<file path="src/rtl/switch_debounce_event_x4.sv">
// ---------------------------------------------------------------------------------------------
// switch_debounce_event_x4
//   Per-channel switch front end. It synchronises the raw pins, debounces them into a stable
//   level, captures masked edges of that level as sticky events that software acknowledges,
//   and drives a registered level interrupt.
//
// Ports
//   aclk          in   1     clock; all logic uses the rising edge
//   aresetn       in   1     asynchronous active-low reset
//   sw_in         in   N_SW  raw asynchronous switch pins
//   enable_irq    in   1     global interrupt enable
//   sw_mask       in   N_SW  1 = a debounced edge on channel i is captured as an event
//   sw_event_ack  in   N_SW  single-cycle pulse per bit; clears sticky event i
//   sw_state      out  N_SW  debounced switch level
//   sw_event      out  N_SW  sticky event flags
//   irq           out  1     level interrupt (enable_irq & any event), registered
// ---------------------------------------------------------------------------------------------
module switch_debounce_event_x4 #(
   parameter int unsigned N_SW            = 4,
   parameter int unsigned SYNC_STAGES     = 2,
   parameter int unsigned DEBOUNCE_CYCLES = 100000
) (
   input  logic            aclk,
   input  logic            aresetn,
   input  logic [N_SW-1:0] sw_in,
   input  logic            enable_irq,
   input  logic [N_SW-1:0] sw_mask,
   input  logic [N_SW-1:0] sw_event_ack,
   output logic [N_SW-1:0] sw_state,
   output logic [N_SW-1:0] sw_event,
   output logic            irq
);

   localparam int unsigned CntW = $clog2(DEBOUNCE_CYCLES);
   localparam logic [CntW-1:0] CntLast = CntW'(DEBOUNCE_CYCLES - 1);

   typedef enum logic {
      StStable,
      StSettling
   } deb_state_t;

   logic [N_SW-1:0] r_sync [SYNC_STAGES];
   logic [N_SW-1:0] w_sync_out;
   logic [N_SW-1:0] w_strobe;
   logic [N_SW-1:0] r_event;
   logic            r_irq;

   // Synchroniser chain; only the last stage is used downstream.
   always_ff @(posedge aclk or negedge aresetn) begin
      if (!aresetn) begin
         for (int k = 0; k < SYNC_STAGES; k++) begin
            r_sync[k] <= '0;
         end
      end else begin
         r_sync[0] <= sw_in;
         for (int k = 1; k < SYNC_STAGES; k++) begin
            r_sync[k] <= r_sync[k-1];
         end
      end
   end

   assign w_sync_out = r_sync[SYNC_STAGES-1];

   for (genvar i = 0; i < N_SW; i++) begin : g_ch
      deb_state_t      r_fsm;
      logic [CntW-1:0] r_cnt;
      logic            r_level;

      // The counter holds how many consecutive edges the synchronised input has differed from
      // the debounced level; the level flips on the edge where that run reaches DEBOUNCE_CYCLES.
      always_ff @(posedge aclk or negedge aresetn) begin
         if (!aresetn) begin
            r_fsm   <= StStable;
            r_cnt   <= '0;
            r_level <= 1'b0;
         end else begin
            unique case (r_fsm)
               StStable: begin
                  if (w_sync_out[i] != r_level) begin
                     r_fsm <= StSettling;
                     r_cnt <= CntW'(1);
                  end else begin
                     r_cnt <= '0;
                  end
               end
               StSettling: begin
                  if (w_sync_out[i] == r_level) begin
                     // Glitch: input returned before the run completed.
                     r_fsm <= StStable;
                     r_cnt <= '0;
                  end else if (r_cnt == CntLast) begin
                     r_level <= w_sync_out[i];
                     r_fsm   <= StStable;
                     r_cnt   <= '0;
                  end else begin
                     r_cnt <= r_cnt + CntW'(1);
                  end
               end
               default: begin
                  r_fsm <= StStable;
                  r_cnt <= '0;
               end
            endcase
         end
      end

      // Asserted in the cycle whose closing edge updates the debounced level.
      assign w_strobe[i] = (r_fsm == StSettling) && (w_sync_out[i] != r_level) &&
                           (r_cnt == CntLast);
      assign sw_state[i] = r_level;
   end

   // Set dominates acknowledge; an unmasked strobe is dropped, not deferred.
   always_ff @(posedge aclk or negedge aresetn) begin
      if (!aresetn) begin
         r_event <= '0;
         r_irq   <= 1'b0;
      end else begin
         r_event <= (r_event & ~sw_event_ack) | (w_strobe & sw_mask);
         r_irq   <= enable_irq & (|r_event);
      end
   end

   assign sw_event = r_event;
   assign irq      = r_irq;

endmodule
</file>
<file path="config.mk">
export PLATFORM = sky130hd
export DESIGN_NAME = switch_debounce_event_x4
export DESIGN_NICKNAME = d
export VERILOG_FILES = /design/src/rtl/switch_debounce_event_x4.sv
export SDC_FILE = /design/constraint.sdc
export NUM_CORES = 1
export LEC_CHECK = 0
export CAP_MARGIN = 10
export CORE_ASPECT_RATIO = 1.75
export CORE_UTILIZATION = 60
export DETAILED_ROUTE_END_ITERATION = 8
export GPL_ROUTABILITY_DRIVEN = 0
export GPL_TIMING_DRIVEN = 0
export PLACE_DENSITY = 0.9
export SYNTH_ARGS = -nofsm -noshare
export SYNTH_HDL_FRONTEND = slang
export SYNTH_SLANG_ARGS = --single-unit
</file>
<file path="constraint.sdc">
create_clock -name aclk -period 3 [get_ports aclk]
set_clock_uncertainty 0.05 [all_clocks]
set_input_delay 0.6 -clock aclk [delete_from_list [all_inputs] [get_ports aclk]]
set_output_delay 0.6 -clock aclk [all_outputs]
set_load 0.02 [all_outputs]
</file>
== Word level (Yosys, flattened, before mapping) ==
Index checks and enable logic that the tools add are counted.
Word-level totals
  register bits: 89
  bits of input ports: 15
  output and inout port bits: 9
  word-level logic and storage cells: 90
Operators by class
  add/subtract/negate cells: 4
  equality and inequality tests: 12
  mux-type cells: 32
  bitwise logic cells: 13
  reductions and logical operators: 13
Operators by type and width (count)
  17-bit two-way mux: 8
  17-bit case mux with 2 select lines: 4
  17-bit by 1-bit adder with 17-bit output, second input constant: 4
  17-bit equality test, second input constant: 4
  1-bit two-way mux: 16
  3-bit AND reduction: 4
  4-bit AND: 2
  1-bit logical AND: 8
  1-bit NOT: 8
  1-bit case mux with 2 select lines: 4
  1-bit equality test: 4
  1-bit != test: 4
  4-bit NOT: 1
  4-bit OR: 1
  4-bit OR reduction: 1
  1-bit AND: 1

== Longest topological paths before layout ==
Gate-level depths: netlist of run 1.
  depth in word-level cells: 5
  gate-level depth with buffers: 8
  mapped depth without buffers: 5

== Least setup slack after synthesis of run 1 ==
No wires, ideal clock.
  kind: register to register
  start: register g_ch[1].r_cnt[0]
  end: register g_ch[1].r_level
  setup time: 0.125 ns
  arrival: 1.738 ns
  required time: 2.825 ns
  slack: 1.087 ns
  cell stages (with the launch flop): 7
  buffers on the path: 1
  clock period less this slack: 1.913 ns
  cells stage by stage: dfrtp_1 > ha_1 > clkbuf_1 > nand3b_1 > or3_1 > nor3_1 > mux2_2
On the way
  longest elaborated chain between the ends: 2
Ends and longest elaborated chain
  from (decl): line 66  | logic [CntW-1:0] r_cnt;
  from (signal assigned): line 81  | r_cnt <= CntW'(1);
  from (signal assigned): line 96  | r_cnt <= r_cnt + CntW'(1);
  17-bit equality test: line 91  | end else if (r_cnt == CntLast) begin
  3-bit AND reduction (no source line)
  to (signal assigned): line 92  | r_level <= w_sync_out[i];
  to (decl): line 67  | logic r_level;
No other way between the ends.
A chain may end at the register's enable or synchronous reset.

== Worst setup path in the final report of run 1 ==
  start: register g_ch[0].r_cnt[0]
  end: register g_ch[0].r_cnt[15]
On the way
  longest elaborated chain between the ends: 4
  elaborated cells on any way between the ends: 5
  classes of those cells: add/sub (1); eq/ne (1); mux (3)
Ends and longest elaborated chain
  from (decl): line 66
  from (signal assigned): line 81
  from (signal assigned): line 96
  17-bit by 1-bit adder with 17-bit output or 17-bit equality test (tied branches): line 96, 91
  17-bit two-way mux (*): line 91
  17-bit two-way mux (*): line 87  | if (w_sync_out[i] == r_level) begin
  17-bit case mux with 2 select lines (*): line 77  | unique case (r_fsm)
Mark *: on every way between the ends. The rest lies on a longest branch, timed or not.

==> impl_metrics.tcl, run 1 <==
set metrics [dict create \
    dominantRegCellSynth "dfrtp_1" \
    fmax_ghz 0.416 \
    cp_num_buf_inv 2 \
    numPortBuffers 23 \
    num_vias 3341 \
    yosysSeqAreaShare_pct 51.8 \
    syn_nets 437 \
    hold_viol_final 0 \
    cts.hold.buffers_added 0 \
    clock_path_buffers 2 \
    end_kind "flip-flop" \
    diodes 0 \
    die_width_um 66.0 \
    cellPowerDensity_mw_per_mm2 507 \
    cts.sinks 89 \
    antenna_found_initial 0 \
    drv_cap 0 \
    clk_pin_slew_ps 70 \
    cp_max_fo 10 \
    track_usage_pct 26.7 \
    path_cells "ha_1 > buf_2 > nand2_1 > or3_1 > o21ai_1 > buf_2 > nor2_1" \
    synth_async_sr_flop_share_pct 100 \
    drive_gt1_share_pct 9.61 \
    cts_tree "yes" \
    synth-warning-count 0 \
    slew_violations 0 \
    h-tree-depth 3 \
    viasPerCell 6.16 \
    status "completed" \
    route.detailed.drc 0 \
    worst_ep_arrival_time_ps 2580 \
    insertion_delay_ps 350 \
    firstDrtPassIters 4 \
    leakage_nw 2.02 \
    io_pins 24 \
    netlist_instances 418 \
    criticalPathCategory "flip-flop to flip-flop" \
    drtIter0Drc 236 \
    start_util_pct 62.2 \
    finalWorstSetupSlack_ps 594 \
    setup_viol 0 \
    cts_setup_buffers 0 \
    place_area_mm2 0.00466 \
    final_area_mm2 0.00498 \
    grt_max_degree 54 \
    ant_nets 0 \
    crit_family "simple AND/OR/NAND/NOR gates" \
    synth_cell_types 51 \
    nets 472 \
    finalCritPeriodShare_pct 80.2 \
    wl_per_cell_um 16.4 \
    grt_first_pass_wirelength_um 15200 \
    hp-class "input pin to async pin" \
    overflow 0 \
    syn_avg_cell_area_um2 10.3 \
    ys_seq_elements 89 \
    numCtsBuffers 9 \
    rows 40 \
    slew_headroom_pct 63.3 \
    synth_edf_count 0 \
    cpMaxStageDelayCell "dfrtp_1" \
    yosysTopAreaCell "dfrtp_1" \
    syn-cell-area_mm2 0.00430 \
    ir_worst_vdd_v 0.000689 \
    die_h_um 114 \
    dp_worst_setup_slack_ps 696 \
    cp.required_ps 3170 \
    hpwl_um 5970 \
    cp_common_cell "buf_2" \
    start_kind "flip-flop" \
    min_period_ps 2410 \
    cpPeakStageDelay_ps 500 \
    rsz0062_at_grt "no" \
    yosysTopAreaCellShare_pct 51.8 \
    root_buffer "clkbuf_16" \
    grt_pass1_vias 3313 \
    dieArea_mm2 0.00751 \
    cts_resized 0 \
    ys_top_cells_by_area "dfrtp_1 (52%), xnor2_1 (5.9%), xor2_1 (5.9%), nor2_1 (5.6%), nand4_1 (3.9%)" \
    wl_um 8880 \
    worst_pin_slew_ps 547 \
    area_delta_synth_final_pct 15.8 \
    coreArea_mm2 0.00691 \
]
## final timing paths
path / end / from / slack [ps] / cells after the start
setup / recovery: g_ch[0].r_cnt[15] / g_ch[0].r_cnt[0] / 590 / 7
hold / removal: g_ch[3].r_cnt[11] / aresetn / 150 / 1
setup reg to reg: g_ch[0].r_cnt[15] / g_ch[0].r_cnt[0] / 590 / 7
hold reg to reg: w_sync_out[2] / r_sync[6] / 300 / 0
max in group asynchronous: g_ch[1].r_cnt[3] / aresetn / 2120 / 2
min in group aclk: w_sync_out[2] / r_sync[6] / 300 / 0
## power by group
part | switching [mW] | internal (mW) | total, mW | leakage (nW)
logic | 0.0561 | 0.0380 | 0.0942 | 0.662
registers | 0.0201 | 1.22 | 1.24 | 1.21
clock network | 0.465 | 0.729 | 1.19 | 0.155
## flip-flops by register name (all words and copies together) (netlist names)
signal,cells
g_ch.r_fsm,4
r_sync,4
irq,1
w_sync_out,4
g_ch.r_level,4
g_ch.r_cnt,68
sw_event,4
## cell type report
cell class,count,area (um2)
repair buffers,24,255
plain buffers,18,106
well taps,84,105
multi-input cells,298,1910
inverters,13,48.8
fillers,496,1930
clock buffers,9,225
clock inverters,7,95.1
flip-flops and latches,89,2230
## cells by family after synthesis
logic type	count (synthesis)	share of synthesized area [%]
XOR/XNOR	58	11.8
AO/OA/AOI/OAI	26	3.90
flip-flops	89	51.8
buffers and inverters	31	3.61
multiplexers	4	1.14
adder cells (fa/ha/maj)	4	1.17
AND/OR/NAND/NOR	206	26.5
## placed cells by master, fill, tap and decap left out, drive strengths merged, types with 2 or more instances in the layout
cell type / n
nand4: 27
nand4bb: 2
xor2: 29
inv: 13
clkdlybuf4s50: 22
bufinv: 2
nor2b: 2
nor4: 16
nand2: 17
and2: 2
nor3: 10
nand3b: 2
nor2: 64
and4: 6
a21oi: 9
buf: 15
dfrtp: 89
mux2: 4
clkinv: 4
o31ai: 3
nand2b: 2
o21ai: 7
xnor2: 29
clkbuf: 14
ha: 4
nand3: 30
nand4b: 2
and3: 10
or3: 5
or4: 3
a32o: 2
## per-stage QoR
step                      setup TNS [ps]  total power [mW]  util, %  hold WS (ps)  instances
final                                  0              2.52     72.0           154        542
after global routing                   0              2.60     72.0           194        542
after CTS                              0              2.54     72.0           176        542
after detailed placement               0              1.35     67.4           286        526
after global placement           -157370              1.34     67.0           287        525
after floorplan                        0              1.29        -           254        418
## routing by layer
| layer | wire length (um) | part of all wire [%] | up-vias | GRT usage (%) |
|---|---|---|---|---|
| met5 | 0 | 0 | - | 0 |
| met4 | 342 | 3.9 | 0 | 14.9 |
| met3 | 362 | 4.1 | 36 | 6.20 |
| met2 | 4710 | 53 | 104 | 44.4 |
| met1 | 3460 | 39 | 1656 | 31.1 |
| li1 | - | - | 1545 | - |
## synthesized netlist by cell type, types with 5 or more instances
| cell type | instances |
|---|---|
| dfrtp_1 | 89 |
| nor2_1 | 64 |
| nand3_1 | 30 |
| xnor2_1 | 29 |
| xor2_1 | 29 |
| nand4_1 | 27 |
| nand2_1 | 17 |
| nor4_1 | 15 |
| inv_1 | 13 |
| nor3_1 | 10 |
| a21oi_1 | 9 |
| and3_1 | 9 |
| and4_1 | 6 |
| buf_2 | 6 |
| o21ai_0 | 5 |
| or3_1 | 5 |
## worst register-to-register path, stage by stage, from the launching register on
cell and delay, ps:
dfrtp_1 500, ha_1 190, buf_2 180, nand2_1 100, or3_1 380, o21ai_1 470
buf_2 320, nor2_1 100
(Power assumes the default switching activity.)
==> run 2: changes to the inputs <==
CORE_UTILIZATION = 54   (was 60)
PLACE_DENSITY = 0.86   (was 0.9)
clock period = 2.2 ns   (was 3 ns; I/O delays follow)
==> impl_metrics.tcl, run 2 (synthesis gave the netlist of run 1 again) <==
set metrics [dict create \
    h-tree-depth 3 \
    grt_max_degree 58 \
    finish.cell_count_without_fillers 546 \
    largest_register_ffs 68 \
    cpPeakStageDelay_ps 440 \
    fmax_ghz 0.481 \
    criticalPathCategory "flip-flop to flip-flop" \
    cts.sinks 89 \
    drive_gt1_share_pct 10.5 \
    overflow 0 \
    dp_worst_setup_slack_ps -57.4 \
    cts_tree "yes" \
    max_flop_register "g_ch.r_cnt" \
    leakage_nw 2.04 \
    diodes 0 \
    coreArea_mm2 0.00762 \
    most-common-layout-cells "dfrtp_1 (87), nor2_1 (64), nand3_1 (30), xnor2_1 (29), xor2_1 (29)" \
    rows 42 \
    die_width_um 69.4 \
    io_pins 24 \
    insertion_delay_ps 350 \
    cpMaxStageDelayCell "dfrtp_1" \
    wl_um 8740 \
    final_core_util_pct 66.0 \
    drv_cap 0 \
    numPortBuffers 23 \
    finalCritPeriodShare_pct 94.4 \
    crit_family "simple AND/OR/NAND/NOR gates" \
    ir_worst_vdd_v 0.000623 \
    finalWorstSetupSlack_ps 122 \
    min_period_ps 2080 \
    root_buffer "clkbuf_16" \
    path_cells "ha_1 > buf_2 > nand2_1 > or3_1 > o21ai_4 > clkbuf_4 > nor2_1" \
    start_util_pct 56.4 \
    r2r_start "g_ch[0].r_cnt[1]" \
    track_usage_pct 22.8 \
    viasPerCell 6.06 \
    hold_viol_final 0 \
    fillCellCount 568 \
    crit_start "g_ch[0].r_cnt[1]" \
    worstHoldStart "r_sync[4]" \
    num_vias 3309 \
    numCtsBuffers 9 \
    hpwl_um 5940 \
    slew_violations 0 \
    slew_headroom_pct 70.8 \
    status "completed" \
    cp_num_buf_inv 2 \
    worst_ep_arrival_time_ps 2260 \
    die_h_um 120 \
    dieArea_mm2 0.00833 \
    hp-class "flip-flop to flip-flop" \
    grt_first_pass_wirelength_um 15000 \
    final_common_cell "dfrtp_1" \
    rsz0062_at_grt "no" \
    drtIter0Drc 264 \
    start_kind "flip-flop" \
    cts_setup_buffers 0 \
    firstDrtPassIters 5 \
    clock_path_buffers 2 \
    dp.cells 530 \
    grt_pass1_vias 3408 \
    route.detailed.drc 0 \
    cp_max_fo 10 \
    setup_viol 0 \
    nets 472 \
    cp.required_ps 2380 \
    end_kind "flip-flop" \
    clk_pin_slew_ps 60 \
    ant_nets 0 \
    area_delta_synth_final_pct 17.1 \
    wl_per_cell_um 16.0 \
    antenna_found_initial 0 \
    worst_pin_slew_ps 434 \
    cellPowerDensity_mw_per_mm2 700 \
]
run 2: cell count changes in the layout (fill, tap and decap cells not counted), sizes merged:
cell	before	now
clkbuf	14	18
buf	15	13
clkinv	4	2
clkinvlp	1	0
dlygate4sd3	0	1
run 2: final timing paths:
path	cells past startpoint	end	slack [ps]
hold reg to reg	0	w_sync_out[0]	300
setup / recovery	7	g_ch[0].r_cnt[14]	120
max in group asynchronous	3	g_ch[1].r_cnt[2]	940
hold / removal	0	w_sync_out[0]	300
min in group asynchronous	2	g_ch[0].r_cnt[8]	540
setup reg to reg	7	g_ch[0].r_cnt[14]	120
run 2: worst register-to-register path, stage by stage (launching register included):
cell and delay, ps:
dfrtp_1 440, ha_1 190, buf_2 180, nand2_1 90, or3_1 420, o21ai_4 270, clkbuf_4 260, nor2_1 70
run 2: layout make-up:
class                      count  area (um2)  area share [%]
tap                           88         110            2.19
clock buffer                  12         267            5.30
sequential                    89        2230            44.3
multi-input combinational    298        1930            38.3
clock inverter                 4        73.8            1.47
inverter                      13        48.8           0.970
buffer                        17         108            2.14
timing repair buffer          25         265            5.27
run 2: where the power goes:
group	total, mW	leakage (nW)	switching (mW)	internal [mW]
clock	1.70	0.169	0.616	1.09
sequential	1.68	1.20	0.0259	1.66
combinational	0.134	0.668	0.0787	0.0556
run 2: routing by layer:
metal	vias to the layer above	track usage, %	part of all wire [%]
li1	1541	-	-
met1	1618	25.7	39
met2	116	39.3	52
met3	34	4.70	4.6
met4	0	13.4	3.9
met5	-	0	0
run 2: repair_timing:
| item | CTS | global route |
|---|---|---|
| endpoints found under the hold margin | 14 | 0 |
| setup endpoints to repair | 21 | 31 |
| resized for setup | 1 | 6 |
| hold buffers | 1 | 0 |
run 2: stage by stage:
step | hold WS (ps) | power, mW | TNS (ps) | cell area [um2]
after global placement | 289 | 1.83 | -213930 | 4640
after global routing | 309 | 3.63 | 0 | 5030
after CTS | 305 | 3.55 | 0 | 5010
after detailed placement | 290 | 1.85 | -514 | 4660
after floorplan | 94.4 | 1.76 | 0 | 4300
final | 302 | 3.52 | 0 | 5030
